===== config.mk =====
export PLATFORM = sky130hd
export DESIGN_NAME = dpe_demultiplexer
export DESIGN_NICKNAME = d
export VERILOG_FILES = /design/src/rtl/dpe_demultiplexer.sv
export SDC_FILE = /design/constraint.sdc
export NUM_CORES = 1
export LEC_CHECK = 0
export BUFFER_PORTS_ARGS = -buffer_cell sky130_fd_sc_hd__buf_2
export CAP_MARGIN = 25
export CORE_AREA = 4 4 361 363
export CTS_CLUSTER_DIAMETER = 60
export DETAILED_ROUTE_END_ITERATION = 10
export DIE_AREA = 0 0 365 367
export PLACE_DENSITY = 0.3
export SKIP_CTS_REPAIR_TIMING = 1
export SYNTH_ARGS = -nofsm -noshare
export SYNTH_HDL_FRONTEND = slang
export SYNTH_SLANG_ARGS = --single-unit

===== constraint.sdc =====
create_clock -name clk -period 3.21 [get_ports clk]
set_input_delay 0 -clock clk [delete_from_list [all_inputs] [get_ports clk]]
set_output_delay 0 -clock clk [all_outputs]
set_load 0.05 [all_outputs]

===== src/rtl/dpe_demultiplexer.sv =====
// rtl/dpe_demultiplexer.sv - packet-level stream demultiplexer, one input to five outputs
// Destination comes from tuser[2:0] of the first beat; invalid destinations are dropped and counted.
module dpe_demultiplexer #(
  parameter int TDATA_WIDTH = 128,
  parameter int TUSER_WIDTH = 5
) (
  input  logic                     clk,
  input  logic                     rst_n,
  input  logic                     pause,
  output logic                     paused,
  output logic [15:0]              drop_cnt,
  input  logic [TDATA_WIDTH-1:0]   inp_tdata,
  input  logic [TDATA_WIDTH/8-1:0] inp_tkeep,
  input  logic [TUSER_WIDTH-1:0]   inp_tuser,
  input  logic                     inp_tlast,
  input  logic                     inp_tvalid,
  output logic                     inp_tready,
  output logic [TDATA_WIDTH-1:0]   out0_tdata,
  output logic [TDATA_WIDTH/8-1:0] out0_tkeep,
  output logic [TUSER_WIDTH-1:0]   out0_tuser,
  output logic                     out0_tlast,
  output logic                     out0_tvalid,
  input  logic                     out0_tready,
  output logic [TDATA_WIDTH-1:0]   out1_tdata,
  output logic [TDATA_WIDTH/8-1:0] out1_tkeep,
  output logic [TUSER_WIDTH-1:0]   out1_tuser,
  output logic                     out1_tlast,
  output logic                     out1_tvalid,
  input  logic                     out1_tready,
  output logic [TDATA_WIDTH-1:0]   out2_tdata,
  output logic [TDATA_WIDTH/8-1:0] out2_tkeep,
  output logic [TUSER_WIDTH-1:0]   out2_tuser,
  output logic                     out2_tlast,
  output logic                     out2_tvalid,
  input  logic                     out2_tready,
  output logic [TDATA_WIDTH-1:0]   out3_tdata,
  output logic [TDATA_WIDTH/8-1:0] out3_tkeep,
  output logic [TUSER_WIDTH-1:0]   out3_tuser,
  output logic                     out3_tlast,
  output logic                     out3_tvalid,
  input  logic                     out3_tready,
  output logic [TDATA_WIDTH-1:0]   out4_tdata,
  output logic [TDATA_WIDTH/8-1:0] out4_tkeep,
  output logic [TUSER_WIDTH-1:0]   out4_tuser,
  output logic                     out4_tlast,
  output logic                     out4_tvalid,
  input  logic                     out4_tready
);

  typedef enum logic [1:0] {IDLE, FWD, DROP} state_t;

  state_t                   state;
  logic [2:0]               dest_q;
  logic [2:0]               hold_sel;
  logic                     hold_valid;
  logic [TDATA_WIDTH-1:0]   hold_tdata;
  logic [TDATA_WIDTH/8-1:0] hold_tkeep;
  logic [TUSER_WIDTH-1:0]   hold_tuser;
  logic                     hold_tlast;

  logic                     sel_ready;
  logic                     can_load;
  logic                     first_ok;
  logic                     accept;
  logic                     load;

  always_comb begin
    sel_ready = 1'b0;
    case (hold_sel)
      3'd0:    sel_ready = out0_tready;
      3'd1:    sel_ready = out1_tready;
      3'd2:    sel_ready = out2_tready;
      3'd3:    sel_ready = out3_tready;
      3'd4:    sel_ready = out4_tready;
      default: sel_ready = 1'b0;
    endcase
  end

  // Drain and reload can happen on the same edge, even toward a different port.
  assign can_load = !hold_valid || sel_ready;
  assign first_ok = (inp_tuser[2:0] <= 3'd4);

  always_comb begin
    inp_tready = 1'b0;
    if (rst_n) begin
      case (state)
        IDLE:    inp_tready = !pause && can_load;
        FWD:     inp_tready = can_load;
        DROP:    inp_tready = 1'b1;
        default: inp_tready = 1'b0;
      endcase
    end
  end

  assign accept = inp_tvalid && inp_tready;
  assign load   = accept && ((state == IDLE && first_ok) || state == FWD);

  always_ff @(posedge clk or negedge rst_n) begin
    if (!rst_n) begin
      state      <= IDLE;
      dest_q     <= 3'd0;
      hold_sel   <= 3'd0;
      hold_valid <= 1'b0;
      hold_tdata <= '0;
      hold_tkeep <= '0;
      hold_tuser <= '0;
      hold_tlast <= 1'b0;
      paused     <= 1'b0;
      drop_cnt   <= 16'd0;
    end else begin
      paused <= pause && (state == IDLE) && !hold_valid;

      if (load) begin
        hold_valid <= 1'b1;
        hold_tdata <= inp_tdata;
        hold_tkeep <= inp_tkeep;
        hold_tuser <= inp_tuser;
        hold_tlast <= inp_tlast;
        hold_sel   <= (state == IDLE) ? inp_tuser[2:0] : dest_q;
      end else if (hold_valid && sel_ready) begin
        hold_valid <= 1'b0;
      end

      if (accept) begin
        case (state)
          IDLE: begin
            if (first_ok) begin
              dest_q <= inp_tuser[2:0];
              if (!inp_tlast) state <= FWD;
            end else begin
              if (drop_cnt != 16'hFFFF) drop_cnt <= drop_cnt + 16'd1;
              if (!inp_tlast) state <= DROP;
            end
          end
          FWD, DROP: if (inp_tlast) state <= IDLE;
          default:   state <= IDLE;
        endcase
      end
    end
  end

  assign out0_tvalid = hold_valid && (hold_sel == 3'd0);
  assign out1_tvalid = hold_valid && (hold_sel == 3'd1);
  assign out2_tvalid = hold_valid && (hold_sel == 3'd2);
  assign out3_tvalid = hold_valid && (hold_sel == 3'd3);
  assign out4_tvalid = hold_valid && (hold_sel == 3'd4);

  assign out0_tdata = hold_tdata;
  assign out1_tdata = hold_tdata;
  assign out2_tdata = hold_tdata;
  assign out3_tdata = hold_tdata;
  assign out4_tdata = hold_tdata;
  assign out0_tkeep = hold_tkeep;
  assign out1_tkeep = hold_tkeep;
  assign out2_tkeep = hold_tkeep;
  assign out3_tkeep = hold_tkeep;
  assign out4_tkeep = hold_tkeep;
  assign out0_tuser = hold_tuser;
  assign out1_tuser = hold_tuser;
  assign out2_tuser = hold_tuser;
  assign out3_tuser = hold_tuser;
  assign out4_tuser = hold_tuser;
  assign out0_tlast = hold_tlast;
  assign out1_tlast = hold_tlast;
  assign out2_tlast = hold_tlast;
  assign out3_tlast = hold_tlast;
  assign out4_tlast = hold_tlast;

endmodule

==> results.yml <==
global_routing:
  grt_pass1_wl_mm: 68.0
  antenna_found_initial: 10
  grt_usage_pct: 7.52
  grt.met2_usage_pct: 12.5
  grt_pass1_vias: 7773
  use_met3_pct: 2.68
  grt_start_max_net_pins: 96
  use_met1_pct: 8.83
  grt_overflow_total: 0
  grt.busiest_layer: "met2"
min_path:
  hold_path_class: "in -> reg"
  hold_start: "out2_tready"
  hold_depth: 5
placed_design:
  dpl-instance-area_mm2: 0.0141
  gp_congestion: 0.697
  dp_cells: 3055
  dp_hpwl_mm: 44.3
  io_buffers: 931
synth:
  async_flop_share_pct: 100
  synth-edff-count: 0
  synth_cell_types: 42
  postSynthCellCount: 1066
  synth_top_area_share_pct: 38.1
  ys_seq_elements: 176
  yosysMostFrequentCell: "buf_4"
  syn_area_mm2: 0.0118
  yosysTopAreaCell: "buf_4"
  synth_area_leaders: "buf_4, dfrtp_1, mux2_2, mux2_4, xnor2_1"
  avgSynthCellArea_um2: 11.1
  synth_common_cells: "buf_4, dfrtp_1, mux2_2, mux2_4"
  ys_warn_count: 0
  syn_nets: 1230
  synthFlopType: "dfrtp_1"
  seq_area_frac_synth_pct: 37.2
worst_setup_path:
  critPathRequiredTime_ns: 3.60
  worstSetupStartpoint: "state[0]"
  rr_startpoint: "state[0]"
  critPathKind: "reg -> reg"
  crit_path_max_fanout: 34
  critical_path_arrival_ns: 3.15
  reg2reg_depth: 9
  cp-start-kind: "flop"
  end_kind: "flop"
run_status:
  status: "finished clean"
floorplanning:
  core_mm2: 0.127
  boundaryPins: 932
  core.rowCount: 131
  initial_utilization_pct: 9.32
  die-area_mm2: 0.134
  dieWidth_um: 365
  die_y_um: 367
detailed_routing:
  ant_nets: 0
  drc: 0
  drtPass1Iterations: 4
  viasPerCell: 2.58
  avgRoutedWirePerCell_um: 16.4
  drtIter0Drc: 284
  vias: 8363
  wirelength_mm: 53.3
finish:
  fin_area_mm2: 0.0162
  drive_gt1_share_pct: 72.8
  syn_to_final_growth_pct: 37.1
  fin_cells: 3244
  finalNetCount: 1730
timing:
  fin_skew_ns: 0.0166
  rsz0062_at_grt: "false"
  hold_viol_final: 0
  max_freq_mhz: 363
  drv_slew: 0
  timing.hold.ws_ns: 0.0841
  period_share_pct: 85.8
  setup_viol: 0
  layout_min_cycle_time_ns: 2.76
  relSlewSlack_pct: 49.0
  tns_ns: 0
  worst_pin_slew_ns: 0.763
clock_network:
  cts.clk_slew.worst_paths_ns: 0.08
  cts.sinks: 176
  root_buffer: "clkbuf_16"
  h-tree-depth: 4
  tritoncts: "built"
  clock_path_buffers: 2
  cts-buffers-inserted: 17
  clkLatencyLatePin_ns: 0.51
job:
  drv_cap: 0
[state kept, by name, indices dropped and copies added (netlist names)]
register,count
dest_q,3
drop_cnt,16
hold_sel,3
hold_valid,1
out0_tdata,128
out0_tkeep,16
out0_tlast,1
out0_tuser,5
paused,1
state,2
[per-layer routing]
layer,up-vias,part of all wire (%)
li1,3870,-
met1,4010,42
met2,453,49
met3,26,7.5
met4,4,2.0
met5,-,0.043
[per-stage QoR]
stage	utilization [%]	worst slack, ns
detailed placement	11.1	0.417
CTS	11.5	0.409
global route	12.8	0.252
finish	12.8	0.455
global placement	11.1	0.421
floorplan	-	0.964
[critical path, stage by stage (launching register included)]
cell,delay (ns)
dfrtp_1,0.44
inv_1,0.11
ha_1,0.38
nor2b_1,0.22
o311a_1,0.18
nand2_1,0.12
nor3_4,0.30
buf_12,0.20
buf_12,0.26
mux2_2,0.37
[worst paths after layout]
| check | to | slack, ns |
|---|---|---|
| min reg2reg | dest_q[2] | 0.50 |
| max reg2reg | out0_tdata[118] | 0.45 |
| min | hold_valid | 0.08 |
| min in group asynchronous | hold_valid | 0.20 |
| max | out0_tdata[118] | 0.45 |
| max in group asynchronous | out0_tdata[71] | 1.89 |
[cell families after synthesis]
logic type | count (synthesis) | synth area share, %
simple gates | 65 | 3.04
buf+inv | 628 | 39.8
xor+xnor | 14 | 1.04
fa+ha+maj | 5 | 0.529
compound gates | 17 | 1.16
mux | 161 | 17.2
flops | 176 | 37.2
[cells in the final DEF, fill, tap and decap left out, types with 2 or more instances in the layout]
cell type and n:
buf_4 14, clkbuf_8 2, nand3_1 10, nor2_1 8, nand4_1 7, a31oi_1 2, mux2_2 101, buf_12 4
nand2b_1 2, o21ai_0 2, clkinvlp_4 3, nand2_1 14, dfrtp_1 176, inv_8 3, dlygate4sd3_1 154, o311ai_0 2
nor3_1 3, inv_6 6, nor3b_1 2, or2_2 2, ha_1 5, inv_1 6, buf_2 930, and4_1 2
mux2_4 60, diode_2 3, xnor2_1 14, and3_1 5, clkbuf_16 17, nor2b_1 4
[layout make-up]
cell class | instances | area, um2
fillers | 14500 | 111000
repair buffers | 1103 | 6390
flip-flops and latches | 176 | 4400
multi-input cells | 262 | 2730
well taps | 1662 | 2080
clock buffers | 18 | 439
clock inverters | 14 | 144
inverters | 6 | 22.5
diodes | 3 | 7.51
Power is left out: the tool's default activity adds up to more than one toggle a clock period on the data nets, which glitch-free logic cannot reach.
